--- src/rtl/arb8_pkg.sv ---
// rtl/arb8_pkg.sv - shared widths and state encoding for the 8x16 bus arbiter
//   N_REQ  : number of requesters
//   DATA_W : width of one requester lane and of the output bus
//   SEL_W  : width of a requester index
//   arb_state_t : ST_IDLE (arbitrating), ST_GRANT (one requester owns the bus)
package arb8_pkg;
    localparam int N_REQ  = 8;
    localparam int DATA_W = 16;
    localparam int SEL_W  = 3;

    typedef enum logic {
        ST_IDLE  = 1'b0,
        ST_GRANT = 1'b1
    } arb_state_t;
endpackage

--- src/rtl/Mux8Way16.sv ---
// rtl/Mux8Way16.sv - 8-way 16-bit multiplexer (out = input chosen by sel)
//   a..h : 16-bit candidate inputs, index 0..7
//   sel  : 3-bit input index
//   out  : selected 16-bit value
module Mux8Way16 (
    input  logic [15:0] a,
    input  logic [15:0] b,
    input  logic [15:0] c,
    input  logic [15:0] d,
    input  logic [15:0] e,
    input  logic [15:0] f,
    input  logic [15:0] g,
    input  logic [15:0] h,
    input  logic [2:0]  sel,
    output logic [15:0] out
);
    always_comb begin
        case (sel)
            3'd0:    out = a;
            3'd1:    out = b;
            3'd2:    out = c;
            3'd3:    out = d;
            3'd4:    out = e;
            3'd5:    out = f;
            3'd6:    out = g;
            default: out = h;
        endcase
    end
endmodule

--- src/rtl/rr_pick8.sv ---
// rtl/rr_pick8.sv - combinational round-robin picker over 8 request lines
//   req   : request vector
//   ptr   : index with highest priority; search order ptr, ptr+1, ... wrapping 7->0
//   found : at least one request is set
//   idx   : first set request in search order (ptr when found=0)
module rr_pick8
    import arb8_pkg::*;
(
    input  logic [N_REQ-1:0] req,
    input  logic [SEL_W-1:0] ptr,
    output logic             found,
    output logic [SEL_W-1:0] idx
);
    always_comb begin : search
        logic [SEL_W-1:0] cand;
        found = 1'b0;
        idx   = ptr;
        cand  = ptr;
        for (int i = 0; i < N_REQ; i++) begin
            // SEL_W-bit addition wraps naturally from 7 back to 0
            cand = ptr + SEL_W'(i);
            if (!found && req[cand]) begin
                found = 1'b1;
                idx   = cand;
            end
        end
    end
endmodule

--- src/rtl/bus_arbiter8x16.sv ---
// rtl/bus_arbiter8x16.sv - round-robin arbiter sharing one 16-bit bus among 8 requesters
//   clk, reset : rising-edge clock, asynchronous active-high reset
//   req        : per-requester beat pending
//   in_data    : requester i data at [16*i+15:16*i]
//   in_ready   : one-hot, beat from requester i accepted this cycle
//   out_data   : granted requester's data (0 while idle)
//   out_valid  : out_data carries a beat; out_ready accepts it
//   grant, sel : registered one-hot grant and index of the owner
//   busy       : 1 while a requester owns the bus
//   lock       : ARB_LOCK_EN only - while lock[sel]=1 the burst limit is ignored
// Parameters: BURST_MAX (1..255 beats per grant), RESET_PTR (0..7)
module bus_arbiter8x16
    import arb8_pkg::*;
#(
    parameter int BURST_MAX = 4,
    parameter int RESET_PTR = 0
) (
    input  logic                    clk,
    input  logic                    reset,
    input  logic [N_REQ-1:0]        req,
    input  logic [N_REQ*DATA_W-1:0] in_data,
    output logic [N_REQ-1:0]        in_ready,
    output logic [DATA_W-1:0]       out_data,
    output logic                    out_valid,
    input  logic                    out_ready,
    output logic [N_REQ-1:0]        grant,
    output logic [SEL_W-1:0]        sel,
    output logic                    busy
`ifdef ARB_LOCK_EN
   ,input  logic [N_REQ-1:0]        lock
`endif
);
    localparam int               CNT_W     = $clog2(BURST_MAX + 1);
    localparam logic [CNT_W-1:0] CNT_LAST  = CNT_W'(BURST_MAX - 1);
    localparam logic [SEL_W-1:0] RESET_SEL = SEL_W'(RESET_PTR);

    arb_state_t       state, state_nxt;
    logic [N_REQ-1:0] grant_nxt;
    logic [SEL_W-1:0] sel_nxt, ptr, ptr_nxt;
    logic [CNT_W-1:0] beat_cnt, cnt_nxt;

    logic             pick_found;
    logic [SEL_W-1:0] pick_idx;
    logic [DATA_W-1:0] mux_out;
    logic             accept;
    logic             at_last;
    logic             locked;

    rr_pick8 u_pick (
        .req   (req),
        .ptr   (ptr),
        .found (pick_found),
        .idx   (pick_idx)
    );

    Mux8Way16 u_mux (
        .a   (in_data[0*DATA_W +: DATA_W]),
        .b   (in_data[1*DATA_W +: DATA_W]),
        .c   (in_data[2*DATA_W +: DATA_W]),
        .d   (in_data[3*DATA_W +: DATA_W]),
        .e   (in_data[4*DATA_W +: DATA_W]),
        .f   (in_data[5*DATA_W +: DATA_W]),
        .g   (in_data[6*DATA_W +: DATA_W]),
        .h   (in_data[7*DATA_W +: DATA_W]),
        .sel (sel),
        .out (mux_out)
    );

`ifdef ARB_LOCK_EN
    assign locked = lock[sel];
`else
    assign locked = 1'b0;
`endif

    assign at_last = (beat_cnt == CNT_LAST);
    assign busy    = (state == ST_GRANT);

    always_ff @(posedge clk or posedge reset) begin
        if (reset) begin
            state    <= ST_IDLE;
            grant    <= '0;
            sel      <= '0;
            ptr      <= RESET_SEL;
            beat_cnt <= '0;
        end else begin
            state    <= state_nxt;
            grant    <= grant_nxt;
            sel      <= sel_nxt;
            ptr      <= ptr_nxt;
            beat_cnt <= cnt_nxt;
        end
    end

    always_comb begin
        state_nxt = state;
        grant_nxt = grant;
        sel_nxt   = sel;
        ptr_nxt   = ptr;
        cnt_nxt   = beat_cnt;
        out_valid = 1'b0;
        out_data  = '0;
        in_ready  = '0;
        accept    = 1'b0;
        case (state)
            ST_IDLE: begin
                if (pick_found) begin
                    state_nxt = ST_GRANT;
                    grant_nxt = {{(N_REQ-1){1'b0}}, 1'b1} << pick_idx;
                    sel_nxt   = pick_idx;
                    cnt_nxt   = '0;
                end
            end
            ST_GRANT: begin
                out_valid = req[sel];
                out_data  = mux_out;
                accept    = out_valid & out_ready;
                if (accept) begin
                    in_ready = grant;
                end
                // Release when the owner goes quiet or its burst budget is spent;
                // a locked owner keeps the bus and the counter parks at its last value.
                if (!req[sel] || (accept && at_last && !locked)) begin
                    state_nxt = ST_IDLE;
                    grant_nxt = '0;
                    ptr_nxt   = sel + SEL_W'(1);
                    cnt_nxt   = '0;
                end else if (accept && !at_last) begin
                    cnt_nxt = beat_cnt + CNT_W'(1);
                end
            end
            default: begin
                state_nxt = ST_IDLE;
                grant_nxt = '0;
            end
        endcase
    end
endmodule

--- config.mk ---
export PLATFORM = sky130hd
export DESIGN_NAME = bus_arbiter8x16
export DESIGN_NICKNAME = d
export VERILOG_FILES = /design/src/rtl/arb8_pkg.sv /design/src/rtl/Mux8Way16.sv /design/src/rtl/rr_pick8.sv /design/src/rtl/bus_arbiter8x16.sv
export SDC_FILE = /design/constraint.sdc
export NUM_CORES = 1
export LEC_CHECK = 0
export CAP_MARGIN = 20
export CORE_MARGIN = 3
export CORE_UTILIZATION = 39
export DETAILED_ROUTE_END_ITERATION = 10
export PLACE_DENSITY = 0.83
export SLEW_MARGIN = 20
export SYNTH_ARGS = -nofsm -noshare
export SYNTH_HDL_FRONTEND = slang
export SYNTH_SLANG_ARGS = --single-unit
export TNS_END_PERCENT = 20
--- constraint.sdc ---
create_clock -name clk -period 4.7 [get_ports clk]
set_input_delay 0.94 -clock clk [delete_from_list [all_inputs] [get_ports clk]]
set_output_delay 0.94 -clock clk [all_outputs]
set_load 0.05 [all_outputs]
==> impl_metrics.py, run 1 <==
metrics = {
    "status": {
        "status": "finished clean",
    },
    "floorplanning": {
        "chipWidth_um": 93.5,
        "coreArea_um2": 7330,
        "dieArea_um2": 8740,
        "start_util_pct": 40.7,
        "die_y_um": 93.5,
        "num_rows": 31,
        "ios": 176,
    },
    "cts": {
        "tritoncts": "built",
        "clkSinkCount": 18,
        "cts.repair.resized": 0,
        "insertion_delay_ps": 250,
        "clk_pin_slew_ps": 70,
        "ctsHoldBuffers": 0,
        "cts_made_buffers": 3,
        "post_cts_buffers": 0,
        "cts_max_level": 1,
        "cts_max_path_buffers": 2,
        "root_buffer": "clkbuf_8",
    },
    "yosys": {
        "synth_nets": 481,
        "synthCells": 333,
        "synthDistinctLibCells": 58,
        "synth_area_um2": 2980,
        "synth_seq_area_share_pct": 15.1,
        "yosys.area.top_type": "dfrtp_1",
        "synth_edf_count": 0,
        "synth-seq-cells": 18,
        "synth_flop_cell": "dfrtp_1",
        "synth_top_area_share_pct": 15.1,
        "yosysWarnings": 0,
        "async_reset_ff_share_pct": 100,
        "syn_avg_cell_area_um2": 8.96,
        "synth.area.top_cells": "dfrtp_1, mux2_2, mux4_2",
    },
    "pwr": {
        "p_comb_share_pct": 89.0,
        "p_sw_share_pct": 55.9,
        "p_leak_nw": 1.90,
        "finalPower_mw": 3.85,
        "internal_power_mw": 1.70,
        "p_sw_mw": 2.15,
        "power.share.clock_pct": 3.3,
        "pwr-share-seq_pct": 7.7,
        "ir_drop_mv": 0.704,
        "p_per_area_nw_per_um2": 786,
    },
    "sta": {
        "fin_crit_ps": 4490,
        "slew_headroom_pct": 40.1,
        "setup_tns_ps": 0,
        "fin_skew_ps": 1.82,
        "setup_viol": 0,
        "max_freq_mhz": 223,
        "tightest_slew_ps": 899,
        "rsz0062_at_grt": "false",
        "period_share_pct": 95.5,
        "hold_viol": 0,
        "drv_slew": 0,
    },
    "routing": {
        "first_pass_iters": 4,
        "finalWirelength_mm": 12.3,
        "ant_nets": 0,
        "vias_per_cell": 6.02,
        "wl_per_cell_um": 20.9,
        "vias": 3550,
        "drtIter0Drc": 166,
        "route.detailed.drc": 0,
    },
    "final_layout": {
        "fillers": 566,
        "final_common_cell": "clkdlybuf4s50_1",
        "drive_gt1_share_pct": 18.9,
        "final_cell_mix": "clkdlybuf4s50_1, mux2_2, nand2_1, o21ai_0, a221oi_1",
        "final_nets": 640,
        "n_antenna_cell": 0,
        "syn_to_final_growth_pct": 63.9,
    },
    "grt": {
        "track_usage_pct": 27.3,
        "grt_pass1_wl_mm": 19.0,
        "grt_pass1_vias": 3571,
        "grt_max_degree": 44,
        "overflow": 0,
        "antenna_found_initial": 0,
    },
    "critical_path": {
        "r2r-end": "grant[1]$_DFFE_PP0P_",
        "ff2ff_path_depth": 10,
        "critPathMaxFanout": 10,
        "critPathKind": "in2out",
        "cp.required_ps": 3760,
        "r2r_start": "ptr[0]$_DFFE_PP0P_",
        "rrSetupSlack_ps": 790,
        "startpoint_type": "primary input",
        "crit_arrival_ps": 3550,
        "end_kind": "primary output",
    },
    "place": {
        "gp_congestion": 0.892,
        "dpl.hpwl_mm": 9.62,
        "portBuffers": 175,
    },
    "min_path": {
        "hp-class": "reg2reg",
        "hold_path_end": "beat_cnt[2]$_DFFE_PP0P_",
        "worstHoldPathCells": 2,
        "min_from": "beat_cnt[2]$_DFFE_PP0P_",
    },
    "flow_run": {
        "cap_viol_max_count": 0,
    },
}
[metal layers]
metal | vias to the layer above | global-route usage (%) | routed length (um)
met3 | 31 | 5.39 | 1140
met1 | 1690 | 31.8 | 4490
met2 | 175 | 48.7 | 6210
met4 | 0 | 10.9 | 482
met5 | - | 0 | 0
li1 | 1654 | - | -
[power groups by stage]
stage                     clock network (mW)  logic, mW  registers [mW]
final                                  0.126       3.42           0.297
after global routing                   0.137       3.65           0.308
after CTS                              0.129       3.40           0.297
after detailed placement                   0       3.38           0.299
after global placement                     0       3.33           0.294
after floorplan                            0       2.30           0.378
[critical path: stages]
cell and delay, ps:
clkdlybuf4s50_1 620, mux4_2 290, mux2i_1 130, nor2b_1 500, and3_1 250, clkdlybuf4s50_1 810
[synth_stat cells (3+ instances only)]
library cell / n
nor3_1: 6
mux2i_1: 14
buf_6: 3
and3_1: 10
dfrtp_1: 18
nor2_1: 9
a21boi_0: 4
nand2b_1: 3
inv_1: 9
nand2_1: 24
mux4_2: 11
a22oi_1: 9
a221oi_1: 23
mux2_2: 40
and2_1: 10
xnor2_1: 3
a222oi_1: 9
a21oi_1: 12
o211ai_1: 3
o21ai_0: 24
buf_1: 4
clkbuf_1: 19
a32o_1: 8
ha_1: 9
nand3_1: 5
[final cells by class]
cell class                 instances  area [um^2]  area share [%]
tap                               99          124            2.53
multi-input combinational        274         2360            48.2
sequential                        18          452            9.23
timing repair buffer             183         1860            38.0
inverter                          12         45.0           0.921
clock buffer                       4         55.1            1.13
[worst max-delay path by stage]
stage | from | cells past startpoint | slack [ps] | endpoint
global placement | req[3] | 6 | 420 | in_ready[1]
detailed placement | req[2] | 6 | 260 | in_ready[3]
floorplan | sel[2]$_DFFE_PP0P_ | 8 | 230 | out_data[12]
CTS | req[2] | 6 | 250 | in_ready[3]
global route | req[2] | 6 | 120 | in_ready[7]
finish | req[2] | 6 | 210 | in_ready[7]
[sequential cells by signal, summed over array words and instances, names as in the netlist]
register	cells
sel	3
busy	1
ptr	3
beat_cnt	3
grant	8
[logic make-up (layout without fill, tap and decap cells)]
logic type / Yosys count / in the layout / synth area share (%)
and+or+nand+nor: 78 / 78 / 14.7
muxes: 66 / 66 / 28.8
AOI/OAI and AO/OA: 117 / 117 / 30.3
buffers and inverters: 41 / 199 / 6.12
adders and majority gates: 9 / 9 / 3.77
xor gates and xnor gates: 4 / 4 / 1.17
DFF: 18 / 18 / 15.1
[per-stage QoR]
stage | instances | hold slack (ps) | utilization (%) | setup slack [ps] | area [um^2]
after floorplan | 333 | 449 | - | 232 | 2980
after global placement | 586 | 461 | 66.0 | 423 | 4840
after detailed placement | 586 | 476 | 66.0 | 256 | 4840
after CTS | 590 | 491 | 66.7 | 253 | 4890
after global routing | 590 | 526 | 66.7 | 117 | 4890
final | 590 | 488 | 66.7 | 211 | 4890
Note: power is estimated with default switching activity, not from simulation.
==> inputs of run 2 (changes only) <==
--- a/config.mk
+++ b/config.mk
@@ -6,10 +6,12 @@
 export NUM_CORES = 1
 export LEC_CHECK = 0
 export CAP_MARGIN = 20
+export CELL_PAD_IN_SITES_DETAIL_PLACEMENT = 1
+export CELL_PAD_IN_SITES_GLOBAL_PLACEMENT = 2
 export CORE_MARGIN = 3
-export CORE_UTILIZATION = 39
+export CORE_UTILIZATION = 21
 export DETAILED_ROUTE_END_ITERATION = 10
-export PLACE_DENSITY = 0.83
+export PLACE_DENSITY_LB_ADDON = 0.1
 export SLEW_MARGIN = 20
 export SYNTH_ARGS = -nofsm -noshare
 export SYNTH_HDL_FRONTEND = slang
==> run 2 against run 1 <==
- fmax is 1.7% higher
- clock power rose by 39%
- die area up 79%
- combinational power is 8.5% higher
- power up 8.7%
- setup slack gained 75 ps
- non-clock buffer count is 1 higher
- routed wire length up 20%
- via count unchanged
- critical endpoint is now out_valid
- largest power group unchanged
==> impl_metrics.py, run 2 (synthesized netlist as in run 1, its figures left out) <==
metrics = {
    "critical_path": {
        "cp_num_buf_inv": 2,
        "path_cells": "clkdlybuf4s50_1, mux4_2, mux2i_1, nor2b_1, clkdlybuf4s50_1",
        "path_delay_family": "buffers and inverters",
        "r2r_start": "ptr[0]$_DFFE_PP0P_",
        "end_kind": "primary output",
        "crit_top_cell": "clkdlybuf4s50_1",
        "critPathMaxFanout": 10,
        "crit_arrival_ps": 3470,
        "startpoint_type": "primary input",
        "critPathKind": "in2out",
        "crit_path_max_incr_delay_ps": 930,
        "r2r-end": "grant[2]$_DFFE_PP0P_",
        "cp.required_ps": 3760,
        "slowest_stage": "clkdlybuf4s50_1",
        "rrSetupSlack_ps": 690,
        "ff2ff_path_depth": 10,
    },
    "sta": {
        "fin_ws_ps": 286,
        "fin_crit_ps": 4410,
        "holdWs_ps": 477,
        "drv_slew": 0,
        "fin_skew_ps": 3.70,
        "period_share_pct": 93.9,
        "slew_headroom_pct": 37.2,
        "hold_viol": 0,
        "setup_tns_ps": 0,
        "tightest_slew_ps": 942,
        "max_freq_mhz": 227,
        "rsz0062_at_grt": "false",
        "setup_viol": 0,
    },
    "place": {
        "pre_cts_slack_ps": 215,
        "dpl.hpwl_mm": 11.6,
        "portBuffers": 175,
        "gp_congestion": 0.824,
    },
    "routing": {
        "route.detailed.drc": 0,
        "ant_nets": 0,
        "vias_per_cell": 5.31,
        "drtIter0Drc": 244,
        "wl_per_cell_um": 22.1,
        "finalWirelength_mm": 14.8,
        "first_pass_iters": 8,
        "vias": 3550,
    },
    "final_layout": {
        "fillers": 1564,
        "final_nets": 641,
        "regMostFlops": "grant",
        "final_common_cell": "clkdlybuf4s50_1",
        "n_antenna_cell": 0,
        "drive_gt1_share_pct": 20.5,
        "multiInputGateArea_um2": 2360,
        "syn_to_final_growth_pct": 71.3,
        "ff_latch_area_um2": 452,
        "largest_reg_flops": 8,
        "post-route-util_pct": 37.7,
        "final_cell_mix": "clkdlybuf4s50_1, mux2_2, nand2_1, o21ai_0, a221oi_1",
    },
    "floorplanning": {
        "chipWidth_um": 125,
        "dieArea_um2": 15700,
        "coreArea_um2": 13600,
        "die_y_um": 125,
        "start_util_pct": 22.0,
        "num_rows": 42,
        "ios": 176,
    },
    "min_path": {
        "worstHoldPathCells": 2,
        "min_from": "beat_cnt[2]$_DFFE_PP0P_",
        "hold_path_end": "beat_cnt[2]$_DFFE_PP0P_",
        "hp-class": "reg2reg",
    },
    "cts": {
        "clk_pin_slew_ps": 50,
        "clkSinkCount": 18,
        "ctsHoldBuffers": 0,
        "post_cts_buffers": 0,
        "insertion_delay_ps": 250,
        "cts.repair.resized": 0,
        "root_buffer": "clkbuf_16",
        "cts_max_path_buffers": 2,
        "cts_max_level": 1,
        "tritoncts": "built",
        "cts_made_buffers": 3,
    },
    "grt": {
        "grt_pass1_vias": 3668,
        "overflow": 0,
        "grt_pass1_wl_mm": 22.9,
        "grt_max_degree": 44,
        "track_usage_pct": 18.0,
        "antenna_found_initial": 0,
    },
    "flow_run": {
        "cap_viol_max_count": 0,
    },
    "status": {
        "status": "finished clean",
    },
    "pwr": {
        "ir_drop_mv": 0.511,
        "finalPower_mw": 4.18,
        "p_leak_nw": 1.97,
        "p_per_area_nw_per_um2": 817,
    },
}
==> run 2: worst min-delay path, cell delays in order (launching register included) <==
cell and delay, ps:
dfrtp_1 340, nand2_1 50, o31ai_1 50
==> run 2: where the power goes <==
part           internal [mW]  total [mW]  switching, mW
clock network          0.115       0.175         0.0600
logic                   1.59        3.71           2.11
registers              0.215       0.297         0.0827
==> run 2: final cells by class <==
cell class,instances,share of cell area [%]
clock buffers,4,1.54
well taps,176,4.31
multi-input cells,274,46.1
repair buffers,184,38.3
inverters,12,0.881
flip-flops and latches,18,8.84
==> run 2: layer usage <==
layer,vias to the layer above,share of wire (%),routed length [um],GRT usage [%]
li1,1658,-,-,-
met1,1755,45,6590,24.0
met2,130,49,7220,31.2
met3,7,5.6,832,3.20
met4,0,0.77,114,2.55
met5,-,0,0,0
==> run 2: worst max-delay path by stage <==
| stage | endpoint | slack (ps) | cells after the start | start |
|---|---|---|---|---|
| 6_report | out_valid | 290 | 5 | req[4] |
| 3_3_place_gp | out_valid | 310 | 5 | req[3] |
| 4_1_cts | out_valid | 210 | 5 | req[6] |
| 2_1_floorplan | out_data[12] | 230 | 8 | sel[2]$_DFFE_PP0P_ |
| 5_1_grt | out_valid | 90 | 5 | req[5] |
| 3_5_place_dp | out_valid | 220 | 5 | req[3] |
==> run 2: metrics by stage <==
stage                     std cells  area (um^2)
after global placement          664         5030
after global routing            668         5110
final                           668         5110
after CTS                       668         5110
after detailed placement        664         5030
after floorplan                 333         2980
